$ cat config.mk
export PLATFORM = sky130hd
export DESIGN_NAME = uart_tx_arbiter_flat
export DESIGN_NICKNAME = d
export VERILOG_FILES = /design/src/rtl/uart_pkg.sv /design/src/rtl/uart_tx_arbiter_if.sv /design/src/rtl/rr_pick.sv /design/src/rtl/uart_tx_arbiter.sv /design/src/flat_wrapper.sv
export SDC_FILE = /design/constraint.sdc
export NUM_CORES = 1
export LEC_CHECK = 0
export ABC_AREA = 1
export BUFFER_PORTS_ARGS = -buffer_cell sky130_fd_sc_hd__buf_4
export CORE_UTILIZATION = 35
export DETAILED_ROUTE_END_ITERATION = 10
export GPL_ROUTABILITY_DRIVEN = 0
export HOLD_SLACK_MARGIN = 0.1
export PLACE_DENSITY_LB_ADDON = 0.2
export REMOVE_ABC_BUFFERS = 1
export SETUP_SLACK_MARGIN = 0.3
export SKIP_LAST_GASP = 1
export SLEW_MARGIN = 0
export SYNTH_ARGS = -nofsm -noshare
export SYNTH_HDL_FRONTEND = slang
export SYNTH_SLANG_ARGS = --single-unit
export TNS_END_PERCENT = 1
$ cat constraint.sdc
create_clock -name i_Clock -period 4.7 [get_ports i_Clock]
set_clock_uncertainty 0.1 [all_clocks]
set_input_delay 0.235 -clock i_Clock [delete_from_list [all_inputs] [get_ports i_Clock]]
set_output_delay 0.235 -clock i_Clock [all_outputs]
set_load 0.01 [all_outputs]
$ cat src/rtl/uart_pkg.sv
// Shared definitions for the UART transmit arbiter and related shared-resource arbiters.
package uart_pkg;

    localparam int UART_BYTE_W = 8;
    localparam int GAP_CNT_W   = 16;

    typedef enum logic [1:0] {
        IDLE      = 2'b00,
        WAIT_DONE = 2'b01,
        GAP       = 2'b10
    } arb_state_e;

endpackage

$ cat src/rtl/uart_tx_arbiter_if.sv
// Requester-side and transmitter-side signals of the UART transmit arbiter, plus FSM debug state.
interface uart_tx_arbiter_if #(
    parameter int NUM_REQ = 4
);
    import uart_pkg::*;

    // Requester k holds i_Req[k] and its byte stable until o_Req_Ack[k] pulses; the byte
    // is captured on that same edge, and the requester may drop or replace it next cycle.
    logic [NUM_REQ-1:0]             i_Req;
    logic [UART_BYTE_W*NUM_REQ-1:0] i_Req_Byte;
    logic [NUM_REQ-1:0]             i_Req_Last;
    logic [NUM_REQ-1:0]             o_Req_Ack;
    logic [NUM_REQ-1:0]             o_Req_Done;
    logic [NUM_REQ-1:0]             o_Grant;
    logic                           o_Busy;
    logic                           o_TX_DV;
    logic [UART_BYTE_W-1:0]         o_TX_Byte;
    logic                           i_TX_Active;
    logic                           i_TX_Done;
    arb_state_e                     o_Dbg_State;

    modport master (
        input  i_Req, i_Req_Byte, i_Req_Last, i_TX_Active, i_TX_Done,
        output o_Req_Ack, o_Req_Done, o_Grant, o_Busy, o_TX_DV, o_TX_Byte, o_Dbg_State
    );

    modport slave (
        output i_Req, i_Req_Byte, i_Req_Last, i_TX_Active, i_TX_Done,
        input  o_Req_Ack, o_Req_Done, o_Grant, o_Busy, o_TX_DV, o_TX_Byte, o_Dbg_State
    );

endinterface

$ cat src/rtl/rr_pick.sv
// Combinational round-robin picker: searches from ptr+1 upward (wrapping) for the first request.
module rr_pick #(
    parameter  int N  = 4,
    localparam int IW = $clog2(N)
) (
    input  logic [N-1:0]  req_i,
    input  logic [IW-1:0] ptr_i,
    output logic [N-1:0]  gnt_o,
    output logic [IW-1:0] idx_o,
    output logic          any_o
);

    logic [IW-1:0] cand [N];

    always_comb begin
        cand  = '{default: '0};
        gnt_o = '0;
        idx_o = '0;
        any_o = 1'b0;
        for (int i = 0; i < N; i++) begin
            cand[i] = IW'((int'(ptr_i) + i + 1) % N);
        end
        for (int i = 0; i < N; i++) begin
            if (!any_o && req_i[cand[i]]) begin
                any_o           = 1'b1;
                idx_o           = cand[i];
                gnt_o[cand[i]]  = 1'b1;
            end
        end
    end

endmodule

$ cat src/rtl/uart_tx_arbiter.sv
// Round-robin arbiter sharing one uart_tx among NUM_REQ requesters.
// Optional packet lock (ownership held until a Last byte) is enabled by UART_TX_ARB_LOCK_EN.
module uart_tx_arbiter
    import uart_pkg::*;
#(
    parameter int NUM_REQ    = 4,
    parameter int GAP_CLOCKS = 0
) (
    input  logic        i_Clock,
    input  logic        i_Rst_L,
    uart_tx_arbiter_if.master bus
);

    localparam int IDX_W = $clog2(NUM_REQ);
    localparam logic [GAP_CNT_W-1:0] GAP_LOAD =
        (GAP_CLOCKS > 0) ? GAP_CNT_W'(GAP_CLOCKS - 1) : '0;

    arb_state_e             state_q, state_d;
    logic [GAP_CNT_W-1:0]   cnt_q, cnt_d;
    logic [IDX_W-1:0]       ptr_q, ptr_d;
    logic [NUM_REQ-1:0]     ack_q, ack_d;
    logic [NUM_REQ-1:0]     done_q, done_d;
    logic [NUM_REQ-1:0]     grant_q, grant_d;
    logic                   dv_q, dv_d;
    logic                   busy_q, busy_d;
    logic [UART_BYTE_W-1:0] byte_q, byte_d;

    logic [NUM_REQ-1:0]     eligible;
    logic [NUM_REQ-1:0]     win_oh;
    logic [IDX_W-1:0]       win_idx;
    logic                   win_any;
    logic                   issue;
    logic [UART_BYTE_W-1:0] win_byte;

`ifdef UART_TX_ARB_LOCK_EN
    logic lock_q, lock_d;
    // While a packet is open only its owner may issue.
    assign eligible = lock_q ? (bus.i_Req & grant_q) : bus.i_Req;
`else
    logic unused_last;
    assign unused_last = ^bus.i_Req_Last;
    assign eligible    = bus.i_Req;
`endif

    rr_pick #(.N(NUM_REQ)) u_pick (
        .req_i (eligible),
        .ptr_i (ptr_q),
        .gnt_o (win_oh),
        .idx_o (win_idx),
        .any_o (win_any)
    );

    assign win_byte = bus.i_Req_Byte[win_idx*UART_BYTE_W +: UART_BYTE_W];
    assign issue    = (state_q == IDLE) && win_any && !bus.i_TX_Active;

    always_ff @(posedge i_Clock or negedge i_Rst_L) begin
        if (!i_Rst_L) begin
            state_q <= IDLE;
            cnt_q   <= '0;
            ptr_q   <= IDX_W'(NUM_REQ - 1);
            ack_q   <= '0;
            done_q  <= '0;
            grant_q <= '0;
            dv_q    <= 1'b0;
            busy_q  <= 1'b0;
            byte_q  <= '0;
`ifdef UART_TX_ARB_LOCK_EN
            lock_q  <= 1'b0;
`endif
        end else begin
            state_q <= state_d;
            cnt_q   <= cnt_d;
            ptr_q   <= ptr_d;
            ack_q   <= ack_d;
            done_q  <= done_d;
            grant_q <= grant_d;
            dv_q    <= dv_d;
            busy_q  <= busy_d;
            byte_q  <= byte_d;
`ifdef UART_TX_ARB_LOCK_EN
            lock_q  <= lock_d;
`endif
        end
    end

    always_comb begin : next_state
        state_d = state_q;
        cnt_d   = cnt_q;
        case (state_q)
            IDLE: if (issue) state_d = WAIT_DONE;
            WAIT_DONE: begin
                if (bus.i_TX_Done) begin
                    if (GAP_CLOCKS > 0) begin
                        state_d = GAP;
                        cnt_d   = GAP_LOAD;
                    end else begin
                        state_d = IDLE;
                    end
                end
            end
            GAP: begin
                if (cnt_q == '0) state_d = IDLE;
                else             cnt_d   = cnt_q - 1'b1;
            end
            default: state_d = IDLE;
        endcase
    end

    always_comb begin : outputs
        dv_d    = 1'b0;
        ack_d   = '0;
        done_d  = '0;
        byte_d  = byte_q;
        grant_d = grant_q;
        ptr_d   = ptr_q;
        busy_d  = (state_d != IDLE);
`ifdef UART_TX_ARB_LOCK_EN
        lock_d  = lock_q;
`endif
        if (issue) begin
            byte_d  = win_byte;
            dv_d    = 1'b1;
            ack_d   = win_oh;
            grant_d = win_oh;
`ifdef UART_TX_ARB_LOCK_EN
            // Rotation only moves on once the packet closes.
            if (bus.i_Req_Last[win_idx]) begin
                ptr_d  = win_idx;
                lock_d = 1'b0;
            end else begin
                lock_d = 1'b1;
            end
`else
            ptr_d = win_idx;
`endif
        end
        if ((state_q == WAIT_DONE) && bus.i_TX_Done) done_d = grant_q;
        if ((state_q != IDLE) && (state_d == IDLE)) begin
`ifdef UART_TX_ARB_LOCK_EN
            if (!lock_q) grant_d = '0;
`else
            grant_d = '0;
`endif
        end
    end

    assign bus.o_Req_Ack   = ack_q;
    assign bus.o_Req_Done  = done_q;
    assign bus.o_Grant     = grant_q;
    assign bus.o_Busy      = busy_q;
    assign bus.o_TX_DV     = dv_q;
    assign bus.o_TX_Byte   = byte_q;
    assign bus.o_Dbg_State = state_q;

endmodule

$ cat src/flat_wrapper.sv
// flat-port wrapper written by rule: the top's interface ports become plain ports
module uart_tx_arbiter_flat import uart_pkg::*;
#(
    parameter int NUM_REQ    = 4,
    parameter int GAP_CLOCKS = 0
)
  (i_Clock, i_Rst_L, bus_i_Req, bus_i_Req_Byte, bus_i_Req_Last, bus_i_TX_Active, bus_i_TX_Done, bus_o_Req_Ack, bus_o_Req_Done, bus_o_Grant, bus_o_Busy, bus_o_TX_DV, bus_o_TX_Byte, bus_o_Dbg_State);
  uart_tx_arbiter_if #(.NUM_REQ(NUM_REQ)) bus_i ();
  input  logic i_Clock;
  input  logic i_Rst_L;
  input wire logic [$bits(bus_i.i_Req)-1:0] bus_i_Req;
  input wire logic [$bits(bus_i.i_Req_Byte)-1:0] bus_i_Req_Byte;
  input wire logic [$bits(bus_i.i_Req_Last)-1:0] bus_i_Req_Last;
  input wire logic [$bits(bus_i.i_TX_Active)-1:0] bus_i_TX_Active;
  input wire logic [$bits(bus_i.i_TX_Done)-1:0] bus_i_TX_Done;
  output wire logic [$bits(bus_i.o_Req_Ack)-1:0] bus_o_Req_Ack;
  output wire logic [$bits(bus_i.o_Req_Done)-1:0] bus_o_Req_Done;
  output wire logic [$bits(bus_i.o_Grant)-1:0] bus_o_Grant;
  output wire logic [$bits(bus_i.o_Busy)-1:0] bus_o_Busy;
  output wire logic [$bits(bus_i.o_TX_DV)-1:0] bus_o_TX_DV;
  output wire logic [$bits(bus_i.o_TX_Byte)-1:0] bus_o_TX_Byte;
  output wire logic [$bits(bus_i.o_Dbg_State)-1:0] bus_o_Dbg_State;
  assign bus_i.i_Req = bus_i_Req;
  assign bus_i.i_Req_Byte = bus_i_Req_Byte;
  assign bus_i.i_Req_Last = bus_i_Req_Last;
  assign bus_i.i_TX_Active = bus_i_TX_Active;
  assign bus_i.i_TX_Done = bus_i_TX_Done;
  assign bus_o_Req_Ack = bus_i.o_Req_Ack;
  assign bus_o_Req_Done = bus_i.o_Req_Done;
  assign bus_o_Grant = bus_i.o_Grant;
  assign bus_o_Busy = bus_i.o_Busy;
  assign bus_o_TX_DV = bus_i.o_TX_DV;
  assign bus_o_TX_Byte = bus_i.o_TX_Byte;
  assign bus_o_Dbg_State = bus_i.o_Dbg_State;
  uart_tx_arbiter #(.NUM_REQ(NUM_REQ), .GAP_CLOCKS(GAP_CLOCKS)) u_core (.i_Clock(i_Clock), .i_Rst_L(i_Rst_L), .bus(bus_i));
endmodule
# Word level (Yosys, flattened, before mapping)
# Cells that the tools add are included.
[word_totals]
inputBits = 44
regBits = 42
out_inout_bits = 24
[op_classes]
muxes = 37
n_eq_ne = 2
order_cmp = 8
add_sub_neg = 7
shift = 1
reduce_logical = 22
n_bitwise = 4
[ops]
columns = ["cell", "n"]
rows = [
  ["two-way mux 4 bit", 8],
  ["indexed part select 32 x 6 -> 8 bit", 1],
  ["zero test 16 bit", 1],
  ["subtractor 16 x 1 -> 16 bit (second input constant)", 1],
  ["two-way mux 2 bit", 7],
  ["two-way mux 1 bit", 13],
  ["< comparator 2 x 3 -> 1 bit (second input constant)", 4],
  ["OR 4 bit", 3],
  ["logical AND 1 bit", 11],
  ["adder 2 x 1 -> 2 bit (second input constant)", 4],
  ["binary-select mux 1 bit (select 2 bit)", 4],
  ["demux 1 bit (select 2 bit)", 4],
  [">= comparator 2 x 1 -> 1 bit (second input constant)", 4],
  ["one-hot mux 2 bit (3 select lines)", 1],
  ["nonzero test 2 bit", 3],
  ["adder 2 bit (second input constant)", 2],
  ["zero test 1 bit", 4],
  ["zero test 2 bit", 2],
  ["== test 2 x 1 -> 1 bit (second input constant)", 1],
  ["== test 2 bit (second input constant)", 1],
  ["AND reduction 2 bit", 1],
  ["inverter 1 bit", 1],
]

# Longest topological paths before layout
[depth]
depth_word = 20
depth_mapped = 16
ltp_nobuf = 14

# Cells and area by module
# From an unflattened synthesis, not the netlist that was laid out.
[unflattened]
hier_cells = 368
area_unflattened_um2 = 2645.0
[by_module_without_submodules]
columns = ["mod", "instances", "cells_per_inst", "seq_area_each_um2", "area_per_inst_um2"]
rows = [
  ["uart_tx_arbiter", 1, 291, 1053.5, 2174.6],
  ["rr_pick", 1, 77, 0.0, 470.5],
]

# Worst setup path after synthesis
# OpenSTA, ideal clock, no wires.
[synth_path]
path_kind = "register to register"
start = "reg u_core.ptr_q[0]"
end = "reg u_core.byte_q[6], in the netlist u_core.bus.o_TX_Byte[6]"
n_path_buf = 2
period_less_slack_ns = 2.251
setup_slack_ns = 2.449
arrival_time_ns = 2.027
stages_incl_launch_ff = 15
cell_sequence = "dfstp_2 -> buf_6 -> inv_6 -> ha_1 -> inv_1 -> nand3_2 -> nand2_4 -> inv_2 -> nand2_2 -> nand3_4 -> buf_2 -> nand3_1 -> nand2_1 -> nand2_1 -> nand3_1"
[synth_via]
elab_chain_cells = 15
word_cells_on_any_way = 31
[synth_lines]
columns = ["element", "line", "text"]
rows = [
  ["start: declaration", "uart_tx_arbiter.sv:20", "logic [IDX_W-1:0] ptr_q, ptr_d;"],
  ["start signal: assignment", "uart_tx_arbiter.sv:60", "ptr_q <= IDX_W'(NUM_REQ - 1);"],
  ["start signal: assignment", "uart_tx_arbiter.sv:73", "ptr_q <= ptr_d;"],
  ["branches (longest 15 deep; another with adder 2 x 1 -> 2 bit)", "--", ""],
  ["end signal: assignment", "uart_tx_arbiter.sv:79", "byte_q <= byte_d;"],
  ["end: declaration", "uart_tx_arbiter.sv:26", "logic [UART_BYTE_W-1:0] byte_q, byte_d;"],
]
# Parallel ways; which one is timed is not known. The select of a mux whose other input is x is not followed.
# A chain may end at the register's enable or synchronous reset.

# Final worst setup path
[layout_path]
start = "reg u_core.ptr_q[0]"
end = "reg u_core.byte_q[1], in the netlist u_core.bus.o_TX_Byte[1]"
# Same word-level chain as after synthesis.

==> results.cfg <==
[status]
status = finished, final reports clean

[sta]
timing.final.crit_share_pct = 56.2
min_period_ns = 2.64
setup_tns_ns = 0
slew_headroom_pct = 65.7
hold_ws_ns = 0.147
fmaxAchievable_mhz = 379
drv_slew = 0
finalSetupViolations = 0
finalHoldViolCount = 0
rsz0062_at_grt = false
tightest_slew_ns = 0.514

[setup_path]
cp_max_fo = 17
crit_arrival_ns = 2.77
critPathKind = reg2reg
cp-start-kind = flop
r2r_slack_ns = 2.06
cp.required_ns = 4.83
critPathCaptureType = flop

[global_route]
grt_pass1_vias = 2097
gr-usage-all-layers_pct = 15.6
grt_remaining_overflow = 0
antenna_found_initial = 0
grt_max_degree = 43
grt_pass1_wl_mm = 9.52

[clock_network]
root_buffer = clkbuf_8
tritoncts = built
clk_pin_slew_ns = 0.08
postCtsSetupBuffers = 0
h-tree-depth = 2
cts.sinks = 42
clock_latency_ns = 0.29
cts_buffer_depth = 2
cts_made_buffers = 5

[route]
wl_per_cell_um = 11.1
drc = 0
vias = 2256
routed_wl_mm = 5.60
firstDrtPassIters = 4
antenna_left = 0
first_iter_violations = 90
vias_per_cell = 4.46

[job]
drv_cap = 0

[floorplan]
die_w_um = 88.1
fp.coreArea_um2 = 7210
io_pins = 68
num_rows = 31
die_area_um2 = 7770
dieHeight_um = 88.1
initial_core_util_pct = 36.0

[placed_design]
io_buffers = 63
hpwl_mm = 4.33
placed_cells = 497
placed_area_um2 = 3140

[power_and_ir_drop]
p_sw_share_pct = 46.9
power_leakage_uw = 0.00183
peakVddDrop_v = 0.000227
switching_power_uw = 887
combPwrFrac_pct = 57.9
power.internal_uw = 1000
seqPwrFrac_pct = 27.4
pwr-share-clk_pct = 14.8
p_total_uw = 1890
cellPowerDensity_nw_per_um2 = 580

[yosys]
synth_edf_count = 0
synthCells = 342
synthArstFlopShare_pct = 100
ys_ff_latch = 42
seq_area_frac_synth_pct = 40.6
synthTopCellsByArea = dfrtp_1 (39%), nand2_1 (16%), nand3_1 (8.7%)
yosys_warnings = 0
avgSynthCellArea_um2 = 7.59
ys_top_cells_by_count = nand2_1 (112), nand3_1 (45), dfrtp_1 (40), inv_1 (32), nor2_1 (24)
synthesis.area_um2 = 2600
synthMostInstantiatedCell = nand2_1
ys_types = 31
yosysTopAreaCellShare_pct = 38.6
synth.largest_area_cell = dfrtp_1
synth-main-ff-cell = dfrtp_1

[final_layout]
syn_to_final_growth_pct = 25.7
final_area_um2 = 3260
final_cells = 506
drive_above_1_share_pct = 23.8
nets = 459
fill_cells = 756
diodes = 0

[worst_hold_path]
hp-class = in2reg
==> kinds of logic after synthesis <==
group | synth area share (%)
AND/OR/NAND/NOR | 39.4
buffers and inverters | 7.47
flip-flops | 40.6
AO/OA/AOI/OAI | 3.81
XOR/XNOR | 4.39
adder cells (fa/ha/maj) | 4.34
==> power by group through the flow <==
stage                     combinational (uW)  clock (uW)  sequential (uW)
after floorplan                          754           0              547
after detailed placement                1100           0              524
after CTS                               1100         292              519
final                                   1090         280              518
after global routing                    1230         305              531
after global placement                  1100           0              524
==> sequential cells by signal (all words and copies together), names as in the netlist <==
signal and flops:
u_core.bus.o_Req_Ack 4, u_core.bus.o_TX_Byte 8, u_core.bus.o_Dbg_State 2, u_core.bus.o_Busy 1, u_core.cnt_q 16, u_core.bus.o_Grant 4
u_core.bus.o_Req_Done 4, u_core.bus.o_TX_DV 1, u_core.ptr_q 2
==> worst max-delay path, stage by stage (launching register included) <==
cell and delay, ns:
dfstp_2 0.73, inv_6 0.09, ha_1 0.35, inv_1 0.09, nand3_2 0.12, nand2_4 0.08
inv_2 0.08, nand3_2 0.32, nand2_4 0.31, nand2_1 0.08, nand2_1 0.08, nand3_1 0.07
nand3_1 0.07
==> what timing repair did <==
action / 4_1_cts / 5_1_grt
hold endpoints to repair: 40 / 0
hold buffers: 1 / 0
resized for setup: 0 / 0
==> cell type report <==
type	instances	area, um^2	area share [%]
clock buffers	6	72.6	2.22
clock inverters	2	37.5	1.15
inverters	37	144	4.41
multi-input cells	256	1350	41.3
flip-flops and latches	42	1050	32.3
well taps	99	124	3.80
repair buffers	64	483	14.8
==> per-layer routing <==
layer  wire [um]  global-route usage, %
met1        2720                   20.7
met2        2440                   25.1
met3         393                   4.62
met4          45                   3.96
met5           0                      0
==> final timing paths <==
check,start,endpoint,depth (start not counted)
max,u_core.ptr_q[0]$_DFFE_PN1P_,u_core.bus.o_TX_Byte[1]$_DFFE_PN0P_,12
min,bus_i_Req_Byte[23],u_core.bus.o_TX_Byte[7]$_DFFE_PN0P_,5
max reg2reg,u_core.ptr_q[0]$_DFFE_PN1P_,u_core.bus.o_TX_Byte[1]$_DFFE_PN0P_,12
min reg2reg,u_core.cnt_q[2]$_DFFE_PN0P_,u_core.cnt_q[2]$_DFFE_PN0P_,1
max in group asynchronous,i_Rst_L,u_core.ptr_q[0]$_DFFE_PN1P_,2
min in group asynchronous,i_Rst_L,u_core.bus.o_Req_Done[2]$_DFF_PN0_,2
==> through the flow <==
step | setup WS, ns | util, %
2_1_floorplan | 2.45 | -
3_3_place_gp | 2.06 | 43.6
3_5_place_dp | 2.03 | 43.6
4_1_cts | 2.01 | 45.2
5_1_grt | 1.79 | 45.2
6_report | 2.06 | 45.2
==> cell usage in the layout, fill, tap and decap left out, types with 6 or more instances in the layout <==
cell / Yosys / routed
xor2_1: 10 / 10
nand2_2: 7 / 7
o21ai_0: 11 / 11
nor2_1: 24 / 24
inv_1: 32 / 32
buf_4: 1 / 63
nand3_1: 45 / 45
ha_1: 9 / 9
dfrtp_1: 40 / 40
nor3_1: 6 / 6
nand2_1: 112 / 112
nand3_2: 6 / 6
No activity file was read; power rests on OpenSTA's default activity.
